**src/rtl/brisc_pkg.sv**
```systemverilog
// Shared core types: access sizes, store-buffer entry layout and byte-enable helper.
// Pure declarations; no logic or timing.
// Used by the store buffer and its forwarding mux.
package brisc_pkg;

  localparam int XLEN = 32;

  typedef enum logic [1:0] {
    SIZE_BYTE = 2'd0,
    SIZE_HALF = 2'd1,
    SIZE_WORD = 2'd2
  } data_size_e;

  // One store-buffer slot at XLEN width: word address, data in byte lanes, byte enables.
  typedef struct packed {
    logic              valid;
    logic [XLEN-1:0]   addr;
    logic [XLEN-1:0]   data;
    logic [XLEN/8-1:0] be;
  } stb_entry_t;

  // Unshifted byte-enable pattern for an access size (lane 0 aligned).
  function automatic logic [3:0] size_to_be(input logic [1:0] size);
    case (size)
      SIZE_BYTE: size_to_be = 4'b0001;
      SIZE_HALF: size_to_be = 4'b0011;
      SIZE_WORD: size_to_be = 4'b1111;
      default:   size_to_be = 4'b0000;
    endcase
  endfunction

endpackage

```
**src/rtl/coalescing_store_buffer_fwd_mux.sv**
```systemverilog
// Load forwarding: per requested byte, pick the youngest matching entry covering it.
// Purely combinational, 0-cycle; sees only registered entries.
// No backpressure; hit/stall are advisory outputs to the C stage.
module stb_fwd_mux
  import brisc_pkg::*;
#(
  parameter int DEPTH  = 4,
  parameter int DATA_W = 32,
  parameter int ADDR_W = 32,
  parameter int BE_W   = DATA_W / 8,
  parameter int PTR_W  = $clog2(DEPTH)
) (
  input  logic [DEPTH-1:0]             ent_vld_i,
  input  logic [DEPTH-1:0][ADDR_W-1:0] ent_addr_i,
  input  logic [DEPTH-1:0][DATA_W-1:0] ent_data_i,
  input  logic [DEPTH-1:0][BE_W-1:0]   ent_be_i,
  input  logic [PTR_W-1:0]             head_i,
  input  logic                         load_valid_i,
  input  logic [ADDR_W-1:0]            load_addr_i,
  input  logic [1:0]                   load_size_i,
  output logic                         hit_o,
  output logic                         stall_o,
  output logic [DATA_W-1:0]            data_o
);

  localparam int OFF_W = $clog2(BE_W);

  logic [BE_W-1:0]   req_be;
  logic [BE_W-1:0]   cov;
  logic [DATA_W-1:0] lanes;
  logic [ADDR_W-1:0] lword;
  logic [PTR_W-1:0]  idx;

  // Walk entries oldest to youngest so a younger match overwrites an older byte.
  always_comb begin
    req_be = BE_W'(size_to_be(load_size_i)) << load_addr_i[OFF_W-1:0];
    lword  = {load_addr_i[ADDR_W-1:OFF_W], {OFF_W{1'b0}}};
    cov    = '0;
    lanes  = '0;
    idx    = '0;
    for (int k = 0; k < DEPTH; k++) begin
      idx = head_i + PTR_W'(k);
      if (ent_vld_i[idx] && ent_addr_i[idx] == lword) begin
        for (int b = 0; b < BE_W; b++) begin
          if (ent_be_i[idx][b]) begin
            cov[b]          = 1'b1;
            lanes[8*b +: 8] = ent_data_i[idx][8*b +: 8];
          end
        end
      end
    end
    for (int b = 0; b < BE_W; b++) begin
      if (!req_be[b]) lanes[8*b +: 8] = 8'h00;
    end
  end

  assign hit_o   = load_valid_i && (req_be != '0) && ((req_be & ~cov) == '0);
  assign stall_o = load_valid_i && ((req_be & cov) != '0) && !hit_o;
  assign data_o  = hit_o ? (lanes >> {load_addr_i[OFF_W-1:0], 3'b000}) : '0;

endmodule

```
**src/rtl/coalescing_store_buffer.sv**
```systemverilog
// In-order store buffer with youngest-entry coalescing and byte-granular load forwarding.
// Store visible to drain/forwarding 1 cycle after acceptance; accept is combinational.
// Drain holds head stable while !drain_ready_in; stores refused when full unless merging.
module coalescing_store_buffer
  import brisc_pkg::*;
#(
  parameter int DEPTH    = 4,
  parameter int DATA_W   = 32,
  parameter int ADDR_W   = 32,
  parameter int COALESCE = 1
) (
  input  logic                       clk,
  input  logic                       reset,
  input  logic                       store_valid_in,
  input  logic [ADDR_W-1:0]          store_addr_in,
  input  logic [DATA_W-1:0]          store_data_in,
  input  logic [1:0]                 store_size_in,
  output logic                       store_accept_out,
  input  logic                       load_valid_in,
  input  logic [ADDR_W-1:0]          load_addr_in,
  input  logic [1:0]                 load_size_in,
  output logic                       fwd_hit_out,
  output logic                       fwd_stall_out,
  output logic [DATA_W-1:0]          fwd_data_out,
  output logic                       drain_valid_out,
  output logic [ADDR_W-1:0]          drain_addr_out,
  output logic [DATA_W-1:0]          drain_data_out,
  output logic [DATA_W/8-1:0]        drain_be_out,
  input  logic                       drain_ready_in,
  output logic [$clog2(DEPTH):0]     count_out,
  output logic                       empty_out
);

  localparam int BE_W  = DATA_W / 8;
  localparam int OFF_W = $clog2(BE_W);
  localparam int PTR_W = $clog2(DEPTH);
  localparam int CNT_W = PTR_W + 1;

  logic [DEPTH-1:0]             vld_q,  vld_d;
  logic [DEPTH-1:0][ADDR_W-1:0] addr_q, addr_d;
  logic [DEPTH-1:0][DATA_W-1:0] data_q, data_d;
  logic [DEPTH-1:0][BE_W-1:0]   be_q,   be_d;
  logic [PTR_W-1:0]             head_q, head_d, tail_q, tail_d, tail_m1;
  logic [CNT_W-1:0]             count_q, count_d;

  logic [OFF_W-1:0]  st_off;
  logic [ADDR_W-1:0] st_word;
  logic [BE_W-1:0]   st_be;
  logic [DATA_W-1:0] st_lanes;
  logic              not_full, pop, merge_ok, do_merge, do_enq;

  assign st_off   = store_addr_in[OFF_W-1:0];
  assign st_word  = {store_addr_in[ADDR_W-1:OFF_W], {OFF_W{1'b0}}};
  assign st_be    = BE_W'(size_to_be(store_size_in)) << st_off;
  assign st_lanes = store_data_in << {st_off, 3'b000};

  assign tail_m1  = tail_q - PTR_W'(1);
  assign not_full = count_q < CNT_W'(DEPTH);
  assign pop      = drain_valid_out && drain_ready_in;
  // A single entry being popped this cycle cannot also absorb a merge.
  assign merge_ok = (COALESCE != 0) && (count_q != '0) && (addr_q[tail_m1] == st_word)
                    && !((count_q == CNT_W'(1)) && pop);
  assign do_merge = store_valid_in && merge_ok;
  assign do_enq   = store_valid_in && !merge_ok && not_full;

  assign store_accept_out = merge_ok || not_full;
  assign drain_valid_out  = (count_q != '0);
  assign drain_addr_out   = addr_q[head_q];
  assign drain_data_out   = data_q[head_q];
  assign drain_be_out     = be_q[head_q];
  assign count_out        = count_q;
  assign empty_out        = (count_q == '0);

  // Next state: merge into youngest, enqueue at tail, retire head; indices never collide.
  always_comb begin
    vld_d   = vld_q;
    addr_d  = addr_q;
    data_d  = data_q;
    be_d    = be_q;
    head_d  = head_q;
    tail_d  = tail_q;
    count_d = count_q + CNT_W'(do_enq) - CNT_W'(pop);
    if (do_merge) begin
      be_d[tail_m1] = be_q[tail_m1] | st_be;
      for (int b = 0; b < BE_W; b++) begin
        if (st_be[b]) data_d[tail_m1][8*b +: 8] = st_lanes[8*b +: 8];
      end
    end
    if (do_enq) begin
      vld_d[tail_q]  = 1'b1;
      addr_d[tail_q] = st_word;
      data_d[tail_q] = st_lanes;
      be_d[tail_q]   = st_be;
      tail_d         = tail_q + PTR_W'(1);
    end
    if (pop) begin
      vld_d[head_q] = 1'b0;
      head_d        = head_q + PTR_W'(1);
    end
  end

  // State registers; reset discards every entry.
  always_ff @(posedge clk) begin
    if (reset) begin
      vld_q   <= '0;
      addr_q  <= '0;
      data_q  <= '0;
      be_q    <= '0;
      head_q  <= '0;
      tail_q  <= '0;
      count_q <= '0;
    end else begin
      vld_q   <= vld_d;
      addr_q  <= addr_d;
      data_q  <= data_d;
      be_q    <= be_d;
      head_q  <= head_d;
      tail_q  <= tail_d;
      count_q <= count_d;
    end
  end

  stb_fwd_mux #(
    .DEPTH (DEPTH),
    .DATA_W(DATA_W),
    .ADDR_W(ADDR_W),
    .BE_W  (BE_W),
    .PTR_W (PTR_W)
  ) u_fwd (
    .ent_vld_i   (vld_q),
    .ent_addr_i  (addr_q),
    .ent_data_i  (data_q),
    .ent_be_i    (be_q),
    .head_i      (head_q),
    .load_valid_i(load_valid_in),
    .load_addr_i (load_addr_in),
    .load_size_i (load_size_in),
    .hit_o       (fwd_hit_out),
    .stall_o     (fwd_stall_out),
    .data_o      (fwd_data_out)
  );

endmodule

```
**config.mk**
```make
export PLATFORM = sky130hd
export DESIGN_NAME = coalescing_store_buffer
export DESIGN_NICKNAME = d
export VERILOG_FILES = /design/src/rtl/brisc_pkg.sv /design/src/rtl/coalescing_store_buffer_fwd_mux.sv /design/src/rtl/coalescing_store_buffer.sv
export SDC_FILE = /design/constraint.sdc
export NUM_CORES = 1
export LEC_CHECK = 0
export CORE_AREA = 2 2 241 195
export DETAILED_ROUTE_END_ITERATION = 12
export DIE_AREA = 0 0 243 197
export PLACE_DENSITY = 0.7
export SYNTH_ARGS = -nofsm -noshare
export SYNTH_HDL_FRONTEND = slang
export SYNTH_SLANG_ARGS = --single-unit
```
**constraint.sdc**
```tcl
create_clock -name clk -period 14.35 [get_ports clk]
set_input_delay 2.87 -clock clk [delete_from_list [all_inputs] [get_ports clk]]
set_output_delay 2.87 -clock clk [all_outputs]
set_load 0.05 [all_outputs]
```
==> impl_metrics.py, run 1 <==
metrics = {
    "timing": {
        "timing.final.max_slew_violations": 0,
        "grt_setup_unrepaired": "false",
        "min_period_ns": 11.49,
        "timing.final.crit_share_pct": 80.1,
        "hold_ws_ns": 0.489,
        "timing_worst_slew_pin_value_ns": 1.34,
        "hold_viol": 0,
        "maxClockFrequency_mhz": 87.0,
        "finalSetupViolations": 0,
        "fin_skew_ns": 0.0646,
        "slew_headroom_pct": 10.2,
        "setup-tns-final_ns": 0,
    },
    "logic_synthesis": {
        "mapped_avg_cell_area_um2": 8.48,
        "ys_top_cells_by_area": "sky130_fd_sc_hd__dfxtp_1 (24%), sky130_fd_sc_hd__mux4_2 (14%), sky130_fd_sc_hd__mux2i_1 (12%)",
        "synth_edf_count": 0,
        "synthesis.area_um2": 22500,
        "yosysTopAreaCell": "sky130_fd_sc_hd__dfxtp_1",
        "async_s_r_ff_share_synth_pct": 0,
        "synth_warnings": 0,
        "proportion_of_netlist_area_held_by_the_largest_area_contributor_pct": 24.5,
        "syn-instance-count": 2651,
        "postSynth.topFlopCell": "sky130_fd_sc_hd__dfxtp_1",
        "synth.distinct_cells": 92,
        "ys_seq_elements": 275,
        "seq_area_frac_synth_pct": 24.5,
    },
    "finish": {
        "syn_to_final_growth_pct": 14.2,
        "layout.filler_cells": 4120,
        "layout.nets": 2836,
        "multiInputGateArea_um2": 15600,
        "regArea_um2": 5510,
        "utilization_pct": 56.6,
        "final_common_cell": "sky130_fd_sc_hd__nand2_1",
        "share_of_cells_above_drive_strength_1_pct": 12.9,
        "commonest_cells_after_routing_fill_and_taps_aside": "sky130_fd_sc_hd__nand2_1 (398), sky130_fd_sc_hd__dfxtp_1 (272), sky130_fd_sc_hd__mux2i_1 (264)",
    },
    "global_routing": {
        "track_usage_pct": 38.6,
        "grtUsageMet1_pct": 59.8,
        "antenna_found_initial": 4,
        "maximum_number_of_pins_on_one_net_before_global_route_repair": 152,
        "most_used_routing_layer_in_global_routing": "met1",
        "grt_pass1_wl_um": 139000,
        "met2_usage_pct": 51.6,
        "globalRoute.totalOverflow": 0,
        "global_route.usage.met3_pct": 11.8,
        "first_global_vias": 20500,
    },
    "detailed_routing": {
        "drc": 0,
        "drt_first_pass_iters": 6,
        "detail-route-antenna-nets": 0,
        "post_drt_via_cell_ratio": 6.74,
        "route.detailed.wl_per_inst_um": 28.4,
        "dr.first_iter.drc_count": 3571,
        "route.vias.total": 22600,
        "drt_total_wl_um": 95100,
    },
    "worst_setup_path": {
        "reg_to_reg_slack_setup_ns": 7.86,
        "critical-path-slowest-cell": "sky130_fd_sc_hd__clkdlybuf4s50_1",
        "critPathCaptureType": "output pin",
        "crit_chain": "clkdlybuf4s50_1 > nand2b_1 > o32a_1 > nand4_1 > a2111oi_0 > buf_4 > nor4b_2 > buf_4 > nand3_1 > and3_1 > a221oi_2 > nand2_1 > a31oi_1 > clkdlybuf4s50_1",
        "crit_fanout": 12,
        "cp_data_arrival_time_ns": 8.62,
        "timing.critical_path.from_type": "input pin",
        "regToRegStartpoint": "tail_q[1]",
        "timing.setup.critical_path_class": "input pin to output pin",
        "reg2reg_to": "data_q[58]",
        "worstSetupEndpoint": "fwd_data_out[3]",
        "required_ns": 11.48,
        "critical-path-max-stage-delay_ns": 0.87,
        "crit_path_start": "load_addr_in[9]",
        "r2r.worst_path.cells": 14,
    },
    "power": {
        "power_switching_share_pct": 45.1,
        "power_density_nw_per_um2": 133,
        "share_comb_of_total_power_pct": 49.8,
        "irDropWorstVdd_v": 0.000136,
        "post-layout-total-power_w": 0.00342,
        "p_switching_w": 0.00155,
        "cellInternalPower_w": 0.00188,
        "p_clk_share_pct": 23.4,
        "leakagePower_nw": 8.47,
        "seq_power_share_pct": 26.8,
    },
    "cts": {
        "cts_tree": "done",
        "clockBufferDepth": 3,
        "clock-sinks": 275,
        "cts_buffers": 30,
        "post-cts-setup-buffer-count": 0,
        "clkSlewWorstSetupHoldPaths_ns": 0.07,
        "cts_root_buffer": "sky130_fd_sc_hd__clkbuf_16",
        "clkLatencyLatePin_ns": 0.62,
        "ctsHtreeMaxLevel": 1,
        "cts_repair_resizes": 0,
        "cts-hold-fix-buffers": 0,
    },
    "placed_design": {
        "gpl.final_weighted_congestion": 1.04,
        "hpwlAfterDp_um": 70900,
        "io_buffers": 210,
    },
    "status": {
        "outcome": "completed",
    },
    "floorplan": {
        "floorplan.initialDensity_pct": 49.5,
        "die_h_um": 197,
        "num_rows": 70,
        "io_pins": 213,
        "floorplan.die_area_um2": 47900,
        "coreArea_um2": 45400,
        "floorplan.die.width_um": 243,
    },
    "worst_hold_path": {
        "timing.hold.worst.start": "addr_q[84]",
        "worst_hold_path_type": "flip-flop to flip-flop",
    },
    "run": {
        "drv.max_cap_violation_count": 0,
    },
}
-- cells by family (layout without fill, tap and decap cells) --
group / count (synthesis) / count (layout) / synth area share (%)
adders and majority gates: 19 / 19 / 1.09
muxes: 458 / 458 / 28.3
DFF: 275 / 275 / 24.5
buffers and inverters: 314 / 396 / 6.28
and+or+nand+nor: 874 / 874 / 17.7
xor gates and xnor gates: 132 / 132 / 5.14
other: 1 / 4 / 0.0167
AOI/OAI and AO/OA: 578 / 578 / 16.9
-- critical path: cells and delay by family --
family | cells | cell delay (ns)
compound gates | 4 | 1.96
buf+inv | 4 | 2.20
simple gates | 6 | 1.57
-- Yosys cell counts, drive strengths merged (21+ instances only) --
| library cell | count |
|---|---|
| o211ai | 23 |
| nor4 | 24 |
| and2 | 29 |
| o21ai | 108 |
| buf | 82 |
| a211oi | 48 |
| mux2i | 264 |
| a22oi | 29 |
| nand4 | 29 |
| a21oi | 197 |
| clkbuf | 147 |
| nand3 | 21 |
| mux4 | 136 |
| nor3 | 26 |
| inv | 84 |
| xnor2 | 111 |
| xor2 | 21 |
| nand2 | 406 |
| dfxtp | 275 |
| nor2 | 235 |
| mux2 | 58 |
| nor2b | 23 |
| a221oi | 34 |
-- power groups by stage --
stage | Clock (W) | Combinational (W) | Sequential, W
after floorplan | 0 | 0.00123 | 0.000891
after global placement | 0 | 0.00164 | 0.000924
after detailed placement | 0 | 0.00166 | 0.000930
after CTS | 0.000799 | 0.00166 | 0.000914
after global routing | 0.000827 | 0.00178 | 0.000927
final | 0.000801 | 0.00171 | 0.000918
-- worst min-delay path by stage --
stage / depth (start not counted) / to
2_1_floorplan: 2 / data_q[3]
3_3_place_gp: 2 / data_q[3]
3_5_place_dp: 2 / data_q[2]
4_1_cts: 2 / data_q[3]
5_1_grt: 2 / addr_q[113]
6_report: 2 / addr_q[84]
-- cell type report --
cell class	instances	share of cell area, %
diodes	2	0.0195
multi-input cells	2063	60.7
flip-flops and latches	275	21.5
inverters	85	1.24
clock buffers	39	3.29
clock inverters	15	0.619
well taps	612	2.98
repair buffers	257	9.64
-- layer usage --
layer  up-vias  wire length, µm
li1       9761                -
met1     11200            42000
met2      1511            37200
met3       135            13900
met4         2             1930
met5         -               13
-- registers in the layout, indices dropped and copies added (netlist names) --
signal,count
addr_q,120
be_q,16
count_out,3
data_q,128
head_q,2
tail_q,2
vld_q,4
-- per-stage QoR --
stage	cells	area [µm²]	setup slack, ns
floorplan	2652	22500	4.63
global placement	3292	24700	3.21
detailed placement	3292	24700	3.08
CTS	3346	25700	3.08
global route	3347	25700	2.59
finish	3348	25700	2.86
Power figures use the tool's default switching activity.
==> inputs of run 2 (changes only) <==
- PLACE_DENSITY: 0.7 -> 0.73
- clock period: 14.35 -> 9.86 ns (I/O delays scaled with it)
==> run 2 against run 1 <==
Net effect:
- global-route usage is essentially flat
- combinational power grew 44%
- via count is essentially flat
- sequential share of layout area shrank 0.36 points
- wire length grew 0.32%
- critical endpoint is now fwd_data_out[6]
==> impl_metrics.py, run 2 (same netlist as run 1, synthesis figures left out) <==
metrics = {
    "detailed_routing": {
        "route.detailed.wl_per_inst_um": 28.5,
        "top_layer_used": "met5",
        "route.vias.total": 22600,
        "post_drt_via_cell_ratio": 6.73,
        "wl_met3_um": 15100,
        "dr.first_iter.drc_count": 3495,
        "drt_first_pass_iters": 6,
        "detail-route-antenna-nets": 0,
        "met2_length_um": 37200,
        "drc": 0,
        "wl_met1_um": 41000,
        "drt_total_wl_um": 95400,
    },
    "worst_setup_path": {
        "timing.critical_path.from_type": "flip-flop",
        "critPathCaptureType": "output pin",
        "required_ns": 7.89,
        "timing.setup.critical_path_class": "flip-flop to output pin",
        "cp_data_arrival_time_ns": 7.27,
        "crit_fanout": 53,
    },
    "floorplan": {
        "floorplan.initialDensity_pct": 49.5,
        "num_rows": 70,
        "die_h_um": 197,
        "io_pins": 213,
        "floorplan.die.width_um": 243,
        "floorplan.die_area_um2": 47900,
        "coreArea_um2": 45400,
    },
    "timing": {
        "timing_worst_slew_pin_value_ns": 1.45,
        "fin_skew_ns": 0.0683,
        "timing.final.max_slew_violations": 0,
        "grt_setup_unrepaired": "false",
        "setup-tns-final_ns": 0,
        "slew_headroom_pct": 3.22,
        "maxClockFrequency_mhz": 108,
        "timing.final.crit_share_pct": 93.7,
        "hold_viol": 0,
        "finalSetupViolations": 0,
        "min_period_ns": 9.24,
    },
    "cts": {
        "clkSlewWorstSetupHoldPaths_ns": 0.07,
        "clockBufferDepth": 3,
        "cts_tree": "done",
        "cts_repair_resizes": 0,
        "post-cts-setup-buffer-count": 0,
        "cts_root_buffer": "sky130_fd_sc_hd__clkbuf_16",
        "ctsHtreeMaxLevel": 1,
        "clkLatencyLatePin_ns": 0.64,
        "cts_buffers": 30,
        "cts-hold-fix-buffers": 0,
        "clock-sinks": 275,
    },
    "global_routing": {
        "grt_pass1_wl_um": 139000,
        "first_global_vias": 20600,
        "maximum_number_of_pins_on_one_net_before_global_route_repair": 183,
        "track_usage_pct": 38.6,
        "antenna_found_initial": 7,
        "globalRoute.totalOverflow": 0,
    },
    "power": {
        "irDropWorstVdd_v": 0.000246,
        "leakagePower_nw": 8.68,
        "power_density_nw_per_um2": 195,
        "post-layout-total-power_w": 0.00508,
    },
    "finish": {
        "final_common_cell": "sky130_fd_sc_hd__nand2_1",
        "share_of_cells_above_drive_strength_1_pct": 14.2,
        "largestRegisters": "data_q x128, addr_q x120, be_q x16",
        "layout.nets": 2839,
        "utilization_pct": 57.5,
        "commonest_cells_after_routing_fill_and_taps_aside": "sky130_fd_sc_hd__nand2_1 (398), sky130_fd_sc_hd__dfxtp_1 (272), sky130_fd_sc_hd__mux2i_1 (264)",
        "largest_register_ffs": 128,
        "syn_to_final_growth_pct": 16.2,
        "max_flop_register": "data_q",
        "post-route-cell-area_um2": 26100,
    },
    "run": {
        "drv.max_cap_violation_count": 0,
    },
    "placed_design": {
        "gpl.final_weighted_congestion": 1.10,
        "dpl_cell_area_um2": 25000,
        "io_buffers": 210,
        "hpwlAfterDp_um": 70800,
    },
    "worst_hold_path": {
        "worst_hold_path_type": "flip-flop to flip-flop",
    },
    "status": {
        "outcome": "completed",
    },
}
[run 2: worst paths after layout]
kind	startpoint	endpoint	slack [ns]	cells past startpoint
setup reg to reg	tail_q[0]	data_q[23]	2.71	14
setup / recovery	head_q[0]	fwd_data_out[6]	0.62	14
hold / removal	addr_q[5]	addr_q[5]	0.49	2
hold reg to reg	addr_q[5]	addr_q[5]	0.49	2
[run 2: per-stage QoR]
stage,setup WS [ns],hold WS [ns],cells
after detailed placement,1.41,0.475,3294
after global routing,0.410,0.516,3352
after global placement,1.35,0.463,3294
after CTS,0.982,0.486,3349
final,0.617,0.487,3352
after floorplan,1.04,0.449,2652
[run 2: power breakdown]
part	leakage, nW	internal, W	switching (W)	total, W
logic	5.91	0.000879	0.00160	0.00247
registers	2.23	0.00120	0.000150	0.00135
clock network	0.531	0.000736	0.000523	0.00126
[run 2: per-layer routing]
| metal | GRT usage [%] | vias up |
|---|---|---|
| met4 | 6.84 | 8 |
| met3 | 15.2 | 159 |
| li1 | - | 9750 |
| met5 | 0 | - |
| met1 | 58.2 | 11000 |
| met2 | 51.5 | 1621 |
[run 2: area by class of cell]
class / instances / area (µm²)
timing repair buffer: 260 / 2820
antenna: 2 / 5.00
clock inverter: 7 / 141
inverter: 85 / 319
clock buffer: 48 / 948
sequential: 275 / 5510
multi-input combinational: 2063 / 15600
tap: 612 / 766
fill: 4090 / 19300
[run 2: worst max-delay path, stage by stage (launching register included)]
cell,delay [ns]
sky130_fd_sc_hd__dfxtp_4,0.88
sky130_fd_sc_hd__inv_1,0.42
sky130_fd_sc_hd__ha_4,0.83
sky130_fd_sc_hd__buf_4,0.55
sky130_fd_sc_hd__mux4_2,0.45
sky130_fd_sc_hd__xnor2_1,0.17
sky130_fd_sc_hd__nand2_1,0.10
sky130_fd_sc_hd__nor4_1,0.30
sky130_fd_sc_hd__and4b_1,0.86
sky130_fd_sc_hd__a311o_1,0.59
sky130_fd_sc_hd__o221ai_1,0.39
sky130_fd_sc_hd__nand3_1,0.25
sky130_fd_sc_hd__nor3b_1,0.38
sky130_fd_sc_hd__a31oi_1,0.21
sky130_fd_sc_hd__buf_12,0.19
